$ cat config.mk
export PLATFORM = sky130hd
export DESIGN_NAME = fib_bcd_converter_flat
export DESIGN_NICKNAME = d
export VERILOG_FILES = /design/src/rtl/fib_pkg.sv /design/src/rtl/fib_bcd_converter_if.sv /design/src/rtl/bcd_adj3.sv /design/src/rtl/fib_bcd_converter.sv /design/src/flat_wrapper.sv
export SDC_FILE = /design/constraint.sdc
export NUM_CORES = 1
export LEC_CHECK = 0
export ABC_AREA = 1
export CORE_MARGIN = 2
export CORE_UTILIZATION = 60
export CTS_CLUSTER_SIZE = 30
export DETAILED_ROUTE_END_ITERATION = 8
export PLACE_DENSITY = 0.87
export SYNTH_ARGS = -nofsm -noshare
export SYNTH_HDL_FRONTEND = slang
export SYNTH_HIERARCHICAL = 1
export SYNTH_SLANG_ARGS = --single-unit
$ cat constraint.sdc
create_clock -name clk -period 12.5 [get_ports clk]
set_input_delay 1.25 -clock clk [delete_from_list [all_inputs] [get_ports clk]]
set_output_delay 1.25 -clock clk [all_outputs]
set_load 0.05 [all_outputs]
$ cat src/rtl/fib_pkg.sv
// fib_pkg: constants and types shared by the Fibonacci term pipeline.
//   FIB_WIDTH   - binary width of one Fibonacci term (matches fibonacci_gen)
//   BCD_DIGITS  - decimal digits needed to show any FIB_WIDTH-bit term
//   BCD_NDIG_W  - width of a significant-digit count (0..BCD_DIGITS)
//   fib_bcd_state_t - control states of the binary-to-BCD converter
package fib_pkg;

  localparam int FIB_WIDTH  = 64;
  localparam int BCD_DIGITS = 20;
  localparam int BCD_NDIG_W = $clog2(BCD_DIGITS + 1);

  typedef enum logic [1:0] {
    IDLE    = 2'd0,
    CONVERT = 2'd1,
    DONE    = 2'd2
  } fib_bcd_state_t;

endpackage : fib_pkg

$ cat src/rtl/fib_bcd_converter_if.sv
// fib_bcd_converter_if: input and result handshakes of fib_bcd_converter.
//   in_valid/in_ready/in_data            - binary term in (producer -> converter)
//   out_valid/out_ready/out_bcd/
//   out_ndigits                          - packed BCD result out (converter -> consumer)
// modport master: the side that supplies terms and consumes results.
// modport slave : the converter itself.
interface fib_bcd_converter_if
  import fib_pkg::*;
#(
  parameter int WIDTH  = FIB_WIDTH,
  parameter int DIGITS = BCD_DIGITS
) ();

  localparam int NDIG_W = $clog2(DIGITS + 1);

  logic                  in_valid;
  logic                  in_ready;
  logic [WIDTH-1:0]      in_data;
  logic                  out_valid;
  logic                  out_ready;
  logic [4*DIGITS-1:0]   out_bcd;
  logic [NDIG_W-1:0]     out_ndigits;

  modport master (
    output in_valid,
    output in_data,
    output out_ready,
    input  in_ready,
    input  out_valid,
    input  out_bcd,
    input  out_ndigits
  );

  modport slave (
    input  in_valid,
    input  in_data,
    input  out_ready,
    output in_ready,
    output out_valid,
    output out_bcd,
    output out_ndigits
  );

endinterface : fib_bcd_converter_if

$ cat src/rtl/bcd_adj3.sv
// bcd_adj3: one double-dabble correction cell.
//   digit_in  - BCD digit before the shift (0..9)
//   digit_out - digit_in + 3 when digit_in >= 5, otherwise digit_in
// Adding 3 before a left shift makes a digit of 5..9 carry into the next
// digit exactly when its doubled value reaches 10.
module bcd_adj3 (
  input  logic [3:0] digit_in,
  output logic [3:0] digit_out
);

  assign digit_out = (digit_in >= 4'd5) ? (digit_in + 4'd3) : digit_in;

endmodule : bcd_adj3

$ cat src/rtl/fib_bcd_converter.sv
// fib_bcd_converter: converts one WIDTH-bit unsigned term into DIGITS packed
// BCD digits, one binary bit per clock (shift-and-add-3).
//   clk     - clock, all state on the rising edge
//   reset   - asynchronous active-high reset, aborts any conversion
//   bus     - fib_bcd_converter_if.slave: term in, BCD result out
//   busy    - high while converting or holding a result
//   overrun - sticky: a term was offered while the block could not take it
// A term accepted at edge t gives out_valid after edge t+WIDTH; the result
// is held until the consumer takes it, and only then is a new term accepted.
module fib_bcd_converter
  import fib_pkg::*;
#(
  parameter int WIDTH  = FIB_WIDTH,
  parameter int DIGITS = BCD_DIGITS
) (
  input  logic                clk,
  input  logic                reset,
  fib_bcd_converter_if.slave  bus,
  output logic                busy,
  output logic                overrun
);

  localparam int BCD_W  = 4 * DIGITS;
  localparam int CNT_W  = $clog2(WIDTH + 1);
  localparam int NDIG_W = $clog2(DIGITS + 1);
  // ceil(WIDTH * log10(2)) in integer arithmetic (log10(2) ~= 0.30103)
  localparam int MIN_DIGITS = (WIDTH * 30103 + 99999) / 100000;

  generate
    if (DIGITS < MIN_DIGITS) begin : g_digits_check
      $error("fib_bcd_converter: DIGITS=%0d too small for WIDTH=%0d (need %0d)",
             DIGITS, WIDTH, MIN_DIGITS);
    end
  endgenerate

  fib_bcd_state_t       state_reg, state_next;
  logic [WIDTH-1:0]     bin_reg;
  logic [BCD_W-1:0]     bcd_reg;
  logic [CNT_W-1:0]     cnt_reg;
  logic [BCD_W-1:0]     out_bcd_reg;
  logic [NDIG_W-1:0]    out_ndigits_reg;
  logic                 overrun_reg;

  logic [BCD_W-1:0]     bcd_adj;
  logic [BCD_W-1:0]     bcd_shift;
  logic [NDIG_W-1:0]    ndigits_calc;
  logic                 load_en;
  logic                 shift_en;
  logic                 finish_en;

  // Correct every digit, then shift the MSB of the binary register in.
  genvar gi;
  generate
    for (gi = 0; gi < DIGITS; gi++) begin : g_adj
      bcd_adj3 u_adj (
        .digit_in  (bcd_reg[gi*4 +: 4]),
        .digit_out (bcd_adj[gi*4 +: 4])
      );
    end
  endgenerate

  assign bcd_shift = {bcd_adj[BCD_W-2:0], bin_reg[WIDTH-1]};

  // Leading-digit scan over the value about to be registered as the result;
  // an all-zero result still reports one digit.
  always_comb begin
    ndigits_calc = NDIG_W'(1);
    for (int i = 1; i < DIGITS; i++) begin
      if (bcd_shift[4*i +: 4] != 4'd0) begin
        ndigits_calc = NDIG_W'(i + 1);
      end
    end
  end

  // State register
  always_ff @(posedge clk or posedge reset) begin
    if (reset) begin
      state_reg <= IDLE;
    end else begin
      state_reg <= state_next;
    end
  end

  // Next state and datapath enables
  always_comb begin
    state_next = state_reg;
    load_en    = 1'b0;
    shift_en   = 1'b0;
    finish_en  = 1'b0;
    case (state_reg)
      IDLE: begin
        if (bus.in_valid) begin
          load_en    = 1'b1;
          state_next = CONVERT;
        end
      end
      CONVERT: begin
        shift_en = 1'b1;
        // cnt_reg==1 means this edge performs the final shift
        if (cnt_reg == CNT_W'(1)) begin
          finish_en  = 1'b1;
          state_next = DONE;
        end
      end
      DONE: begin
        if (bus.out_ready) begin
          state_next = IDLE;
        end
      end
      default: begin
        state_next = IDLE;
      end
    endcase
  end

  // Conversion datapath and result holding registers
  always_ff @(posedge clk or posedge reset) begin
    if (reset) begin
      bin_reg         <= '0;
      bcd_reg         <= '0;
      cnt_reg         <= '0;
      out_bcd_reg     <= '0;
      out_ndigits_reg <= '0;
    end else begin
      if (load_en) begin
        bin_reg <= bus.in_data;
        bcd_reg <= '0;
        cnt_reg <= CNT_W'(WIDTH);
      end else if (shift_en) begin
        bin_reg <= {bin_reg[WIDTH-2:0], 1'b0};
        bcd_reg <= bcd_shift;
        cnt_reg <= cnt_reg - CNT_W'(1);
      end
      if (finish_en) begin
        out_bcd_reg     <= bcd_shift;
        out_ndigits_reg <= ndigits_calc;
      end
    end
  end

  // Overrun flag: only reset clears it
  always_ff @(posedge clk or posedge reset) begin
    if (reset) begin
      overrun_reg <= 1'b0;
    end else if (bus.in_valid && (state_reg != IDLE)) begin
      overrun_reg <= 1'b1;
    end
  end

  assign bus.in_ready    = (state_reg == IDLE);
  assign bus.out_valid   = (state_reg == DONE);
  assign bus.out_bcd     = out_bcd_reg;
  assign bus.out_ndigits = out_ndigits_reg;
  assign busy            = (state_reg != IDLE);
  assign overrun         = overrun_reg;

endmodule : fib_bcd_converter
$ cat src/flat_wrapper.sv
// flat-port wrapper written by rule: the top's interface ports become plain ports
module fib_bcd_converter_flat import fib_pkg::*;
#(
  parameter int WIDTH  = FIB_WIDTH,
  parameter int DIGITS = BCD_DIGITS
)
  (clk, reset, busy, overrun, bus_in_valid, bus_in_data, bus_out_ready, bus_in_ready, bus_out_valid, bus_out_bcd, bus_out_ndigits);
  fib_bcd_converter_if #(.WIDTH(WIDTH), .DIGITS(DIGITS)) bus_i ();
  input  logic clk;
  input  logic reset;
  output logic busy;
  output logic overrun;
  input wire logic [$bits(bus_i.in_valid)-1:0] bus_in_valid;
  input wire logic [$bits(bus_i.in_data)-1:0] bus_in_data;
  input wire logic [$bits(bus_i.out_ready)-1:0] bus_out_ready;
  output wire logic [$bits(bus_i.in_ready)-1:0] bus_in_ready;
  output wire logic [$bits(bus_i.out_valid)-1:0] bus_out_valid;
  output wire logic [$bits(bus_i.out_bcd)-1:0] bus_out_bcd;
  output wire logic [$bits(bus_i.out_ndigits)-1:0] bus_out_ndigits;
  assign bus_i.in_valid = bus_in_valid;
  assign bus_i.in_data = bus_in_data;
  assign bus_i.out_ready = bus_out_ready;
  assign bus_in_ready = bus_i.in_ready;
  assign bus_out_valid = bus_i.out_valid;
  assign bus_out_bcd = bus_i.out_bcd;
  assign bus_out_ndigits = bus_i.out_ndigits;
  fib_bcd_converter #(.WIDTH(WIDTH), .DIGITS(DIGITS)) u_core (.clk(clk), .reset(reset), .bus(bus_i), .busy(busy), .overrun(overrun));
endmodule
; Yosys cells after proc, flatten, opt, wreduce, memory -nomap -nowiden
; Index checks and enable logic that the tools add are counted.
[classes]
muxes = 54
n_reduce_logical = 24
addsub = 21
n_lt_le_gt_ge = 20
n_eq_ne = 6
[op_table]
columns = cell, n
row1 = 80-bit 2-to-1 mux, 2
row2 = 64-bit 2-to-1 mux, 2
row3 = 4-bit 2-to-1 mux, 27
row4 = 4-bit by 3-bit greater-or-equal comparator with 1-bit output (second input constant), 20
row5 = 4-bit by 2-bit adder with 4-bit output (second input constant), 19
row6 = 4-bit nonzero test, 19
row7 = 5-bit 2-to-1 mux, 5
row8 = 3-bit 2-to-1 mux, 5
row9 = 7-bit 2-to-1 mux, 2
row10 = 2-bit 2-to-1 mux, 5
row11 = 7-bit by 1-bit == test with 1-bit output (second input constant), 1
row12 = 7-bit by 1-bit subtractor with 7-bit output (second input constant), 1
row13 = 2-bit case mux with 3 select lines, 1
row14 = 1-bit 2-to-1 mux, 5
row15 = 2-bit inequality test (second input constant), 2
row16 = 2-bit nonzero test, 2
row17 = 3-bit by 2-bit adder with 3-bit output (second input constant), 1
row18 = 3-bit AND reduction, 1
row19 = 2-bit by 1-bit == test with 1-bit output (second input constant), 1
row20 = 2-bit == test (second input constant), 1
row21 = 2-bit zero test, 1
row22 = 2-bit by 1-bit inequality test with 1-bit output (second input constant), 1
row23 = 1-bit logical AND, 1
[word_totals]
register_bits = 239
elab_cells = 132
input_bits = 68
output_inout_bits = 89

; Depth between registers and ports, before layout
; Gate-level depths: netlist (run 1).
[depth]
word_depth = 22
depth_mapped = 29

; Hierarchy
; Netlist (run 1), hierarchy kept.
[modules_own_cells]
columns = mod, n_inst, area_per_inst_um2, cells_per_inst
row1 = fib_bcd_converter, 1, 9895.7, 1090
row2 = bcd_adj3, 20, 135.1, 23

; Least setup slack after synthesis (run 1)
; Ideal clock, no wire load.
[synth_timing]
path_type = register to output
start = register u_core.state_reg[0]
end = output busy
slack_ps = 9801
t_arrival_ps = 1449
stages_incl_launch_ff = 3
path_cell_list = dfrtp_1 > nor2_1 > inv_2
[synth_between]
elab_chain_len = 1
[synth_rtl]
columns = item, line
row1 = start: declaration, fib_bcd_converter.sv:36  ; fib_bcd_state_t state_reg, state_next;
row2 = start signal: assignment, fib_bcd_converter.sv:80  ; state_reg <= state_next;
row3 = 2-bit nonzero test, fib_bcd_converter.sv:154  ; assign busy = (state_reg != IDLE);
row4 = end: declaration, flat_wrapper.sv:11  ; output logic busy;
; No other way between the ends.

; Final worst setup path (run 1)
[layout_timing]
start = input bus_in_valid
end = register u_core.bcd_reg[71]
[layout_between]
elab_chain_len = 3
[layout_rtl]
columns = item, line
row1 = start: declaration, flat_wrapper.sv:13  ; input wire logic [$bits(bus_i.in_valid)-1:0] bus_in_valid;
row2 = 1-bit 2-to-1 mux *, fib_bcd_converter.sv:92  ; if (bus.in_valid) begin
row3 = 1-bit 2-to-1 mux *, fib_bcd_converter.sv:90  ; case (state_reg)
row4 = 80-bit 2-to-1 mux / 2-bit nonzero test (equally long branches), n/a
row5 = end signal: assignment, fib_bcd_converter.sv:131  ; bcd_reg <= bcd_shift;
row6 = end: declaration, fib_bcd_converter.sv:38  ; logic [BCD_W-1:0] bcd_reg;
; Mark *: on every way between the ends. The rest lies on a longest branch, timed or not.
; A chain may end at the register's enable or synchronous reset.

==> results of run 1 <==
==> power by group through the flow <==
stage / clock network [mW] / registers (mW) / logic, mW
floorplan: 0 / 1.70 / 1.60
global placement: 0 / 1.39 / 2.43
detailed placement: 0 / 1.40 / 2.53
CTS: 0.738 / 1.39 / 2.56
global route: 0.770 / 1.44 / 2.81
finish: 0.720 / 1.39 / 2.55
==> final cells by class <==
type	count	area (um2)	share of cell area, %
multi-input combinational	1055	5650	37.5
clock inverter	10	83.8	0.556
inverter	179	689	4.57
tap	270	338	2.24
sequential	239	5980	39.7
clock buffer	34	719	4.77
timing repair buffer	163	1610	10.7
==> critical path: stages <==
cell and delay [ns]:
clkdlybuf4s50_1 0.40, inv_1 0.11, nor2_4 0.05, buf_4 0.31, inv_4 0.51, buf_4 0.84
nand3_1 0.19, o21ai_1 0.18
==> path summary, 6_finish.rpt <==
| check | startpoint | to | slack (ns) | cells after the start |
|---|---|---|---|---|
| max in group asynchronous | reset | u_core/bcd_reg[58] | 9.89 | 3 |
| max | bus_in_valid | u_core/bcd_reg[71] | 9.00 | 8 |
| min | u_core/overrun | u_core/overrun | 0.48 | 1 |
| min in group asynchronous | reset | u_core/bus.out_bcd[20] | 1.18 | 2 |
| min reg2reg | u_core/overrun | u_core/overrun | 0.48 | 1 |
| max reg2reg | u_core/state_reg[0] | u_core/bus.out_bcd[48] | 9.48 | 8 |
==> placed cells by master (no fill, tap or decap), types with 3 or more instances in the layout <==
cell / instances
a21oi_1: 5
a21oi_2: 19
buf_4: 7
clkbuf_1: 3
clkbuf_16: 25
clkbuf_8: 6
clkdlybuf4s50_1: 156
clkinv_2: 6
dfrtp_1: 239
ha_1: 42
inv_1: 146
inv_2: 29
nand2_1: 368
nand2_2: 21
nand3_1: 224
nor2_1: 74
nor2_2: 3
nor2_4: 42
nor4_1: 3
nor4_2: 8
nor4_4: 4
o21ai_0: 48
o21ai_1: 159
o21ai_2: 20
==> per-layer routing <==
metal | routed length [um] | track usage, % | vias up
li1 | - | - | 5258
met1 | 11700 | 34.5 | 5071
met2 | 14100 | 43.4 | 336
met3 | 1520 | 3.46 | 66
met4 | 824 | 8.76 | 0
met5 | 0 | 0 | -
==> metrics, run 1 <==
status finished, final reports clean; HPWL after DPL approximately 19000 um; Starting Density roughly three fifths; setup ws final 9.00 ns; Placer Congestion 0.841; Placed Cells incl. Taps between 1500 and 2000; clock buffer count from CTS 25; hold crit path type register to register; Clk pin slew, worst setup/hold paths 0.06 ns; htree depth 1; Slew headroom approximately a quarter; placement-stage cell area around 0.014 mm2; clock power share 15.4%; synthesized area 0.0126 mm2; Slew Limit Fails 0; Post-Syn Area per Cell about 8.1 um2; Syn Inst Count between 1500 and 2000; Sink Count about 240; final period utilization between 20 and 30%; PwrDens 310 mW/mm2; power share of the combinational group a little over half; setup_tns 0 ns; Sw Pwr roughly 2.3 mW; actual slew at the worst max-slew pin 1.15 ns; CTS max path bufs 3; first-pass iteration count of the detailed router 5; number of remaining DRC errors 0; part of the power in registers between 20% and 30%; maximum clock frequency 286 MHz; RSZ-0062 raised after global routing false; YS warnings 6; IO buf count ~160; sw frac just under 50%; largest net degree at the start of global routing 119; crit path max fanout 90; gr usage total approximately a quarter; worst hold margin around 0.48 ns; io pins approximately 160; CP Launch Type primary input; Die Y about 150 um; Antenna Nets Post-Route 0; Max rail drop VDD 0.000134 V; # rows 52; worst skew pair latency between 0.5 and 0.6 ns; final wirelength 28200 um; # diodes 0; vias in the first global route about 10000; Resized Gates After CTS 0; Final setup viols 0; syn_nets roughly 1700; core footprint between 0.02 and 0.025 mm2; TritonCTS clock tree yes; Final Util roughly 74%; via count about 11000; DR WL/cell 14.4 um; Final min period roughly 3.5 ns; die area 0.0221 mm2; Non-Filler Instances between 1500 and 2000; Die X around 150 um; Iter 0 DRT Violations 759; Worst setup EP type register; Design Power 4.67 mW; initial antenna violation count 0; gr ovfl total 0; clock root cell clkbuf_16; Design Area, Final ~0.015 mm2; internal power ~2.4 mW; leakage 6.93 nW; Fill cells between 1500 and 2000; layout cells sized above 1 between 10% and 20%; # nets final between 1500 and 2000; area delta synth->final 19.9%; Post-CTS Setup Inserts 0; first-pass GRT wire length around 47000 um; WP data arrival slightly below 4 ns; hold-fix buffers at CTS 0; Clock Skew between 0.007 and 0.008 ns; DR vias/cell about 5.5; Final Hold Fails 0; Setup WS pre-CTS about 8.6 ns; Max-Cap Viols 0; Setup CP Type primary input to register; Worst EP required roughly 13 ns
(Power assumes the default switching activity.)
==> inputs of run 2 (changes only) <==
CORE_UTILIZATION = 56   (was 60)
PLACE_DENSITY = 0.82   (was 0.87)
clock period = 3.61 ns   (was 12.5 ns; I/O delays follow)
==> run 2 against run 1 <==
Compared with the run above:
- design area rose by 1.6%
- via count decreased by 1.0%
- clock power increased to 3.9 times the previous value
- critical path depth is 6 lower
- combinational power rose to 3.5 times the previous value
- clock-buffer cell count fell by 2
- core utilization is 4.0 points lower
- sequential power increased to 3.5 times the previous value
- cell count grew 1.0%
- critical endpoint is now bus_in_ready
- largest power group unchanged
- highest routed layer unchanged
==> metrics, run 2 (synthesis gave the netlist of run 1 again) <==
crit path max fanout 4 (was 90); setup_tns 0 ns (unchanged); placement-stage cell area 0.0144 mm2 (was 0.0143 mm2); Worst path max stage delay 0.92 ns (was 0.84 ns); Die X 154 um (was 149 um); # rows 54 (was 52); Max rail drop VDD 0.000462 V (was 0.000134 V); capturing point of the worst reg2reg path u_core/bus.out_ndigits[0] (was u_core/bus.out_bcd[48]); Cell Chain, Critical Path nor2_1 > clkdlybuf4s50_1 (was clkdlybuf4s50_1 > inv_1 > nor2_4 > buf_4 > inv_4 > buf_4 > nand3_1 > o21ai_1); Iter 0 DRT Violations 682 (was 759); actual slew at the worst max-slew pin 0.963 ns (was 1.15 ns); Placer Congestion 0.868 (was 0.841); Clk pin slew, worst setup/hold paths 0.06 ns (about the same); Slew headroom 35.8% (was 23.4%); final wirelength 28300 um (was 28200 um); hold crit path type primary input to async pin (was register to register); Setup CP Type register to primary output (was primary input to register); reg-to-reg slack, setup 1.09 ns (was 9.48 ns); leading cell types in the layout, fill and taps excluded 368 x nand2_1, 239 x dfrtp_1, 224 x nand3_1 (unchanged); first-pass GRT wire length 48000 um (was 47500 um); initial antenna violation count 0 (unchanged); final period utilization between 70% and 80%; RSZ-0062 raised after global routing false (unchanged); leakage 7.04 nW (was 6.93 nW); worst skew pair latency 0.53 ns (was 0.52 ns); HPWL after DPL 18900 um (was 18800 um); Slowest cell on crit path clkdlybuf4s50_1 (was buf_4); DR WL/cell 14.4 um (about the same); layout cells sized above 1 12.5% (was 11.8%); status finished, final reports clean (unchanged); Clock Skew 0.0158 ns (was 0.00749 ns); # diodes 0 (unchanged); PwrDens 1080 mW/mm2 (was 310 mW/mm2); htree depth 1 (unchanged); hold-fix buffers at CTS 0 (unchanged); Die Y 154 um (was 149 um); clock root cell clkbuf_16 (unchanged); Final min period 2.56 ns; Max-Cap Viols 0 (unchanged); Top delay family on crit path buffers and inverters (unchanged); Final setup viols 0 (unchanged); Fill cells 1693 (was 1506); Starting Density 57.3% (was 61.5%); worst hold margin 0.366 ns (was 0.480 ns); die area 0.0237 mm2 (was 0.0221 mm2); io pins 157 (unchanged); Final Hold Fails 0 (unchanged); WP data arrival 2.20 ns (was 3.93 ns); CP Buf/Inv Count 1 (was 5); via count 10620 (was 10731); clock buffer count from CTS 26 (was 25); largest net degree at the start of global routing 101 (was 119); maximum clock frequency 390 MHz; first-pass iteration count of the detailed router 7 (was 5); Worst setup EP type primary output (was register); IO buf count 156 (unchanged); TritonCTS clock tree yes (unchanged); Slew Limit Fails 0 (unchanged); most common cell after layout, fill and taps aside nand2_1 (unchanged); number of remaining DRC errors 0 (unchanged); Worst Setup SP u_core/state_reg[0] (was bus_in_valid); R2R depth 28 (was 8); Design Power 16.5 mW (was 4.67 mW); reg2reg start u_core/bcd_reg[8] (was u_core/state_reg[0]); Sink Count 239 (unchanged); CP Launch Type register (was primary input); vias in the first global route 10177 (was 10199); gr ovfl total 0 (unchanged); Worst EP required 3.25 ns (was 12.93 ns); core footprint 0.0220 mm2 (was 0.0204 mm2); Resized Gates After CTS 0 (unchanged); gr usage total 24.1% (was 25.7%); Design Area, Final 0.0153 mm2 (was 0.0151 mm2); area delta synth->final 21.9% (was 19.9%); CTS max path bufs 3 (unchanged); # nets final 1781 (was 1773); Antenna Nets Post-Route 0 (unchanged); Post-CTS Setup Inserts 0 (unchanged); DR vias/cell 5.39 (was 5.50)
==> run 2: per-stage QoR <==
stage	setup WS, ns	util [%]	cells
floorplan	0.115	-	1545
global placement	1.18	65.6	1923
detailed placement	1.12	65.6	1923
CTS	1.02	69.8	1970
global route	0.757	69.8	1970
finish	1.05	69.8	1970
==> run 2: worst max-delay path by stage <==
stage	to	slack (ns)	cells after the start
2_1_floorplan	u_core/bcd_reg[0]	0.12	1
3_3_place_gp	u_core/bus.out_ndigits[0]	1.18	28
3_5_place_dp	u_core/bus.out_ndigits[0]	1.12	28
4_1_cts	bus_in_ready	1.02	2
5_1_grt	u_core/bus.out_ndigits[0]	0.76	20
6_report	bus_in_ready	1.05	2
==> run 2: layout make-up <==
type / count / area, um2 / area share [%]
clock buffer: 32 / 734 / 4.79
clock inverter: 15 / 191 / 1.25
sequential: 239 / 5980 / 39.0
inverter: 179 / 686 / 4.48
timing repair buffer: 170 / 1730 / 11.3
multi-input combinational: 1055 / 5650 / 36.9
tap: 280 / 350 / 2.29
==> run 2: routing by layer <==
metal	track usage, %	vias up	part of all wire, %	wire length, um
met5	0	-	0	0
met4	7.12	0	2.6	739
met3	4.06	55	5.8	1640
met2	40.3	289	48	13700
met1	32.6	4997	43	12200
li1	-	5279	-	-
==> run 2: worst register-to-register path: cells and delay by family (launching register included) <==
family | cells | cell delay (ns)
AOI/OAI and AO/OA | 1 | 0.07
adders and majority gates | 1 | 0.25
buffers and inverters | 2 | 0.16
DFF | 1 | 0.41
and+or+nand+nor | 24 | 1.53
==> run 2: power by group <==
group	switching, mW	internal, mW	leakage (nW)
Combinational	5.87	2.98	3.55
Clock	1.09	1.73	0.456
Sequential	0.919	3.91	3.04
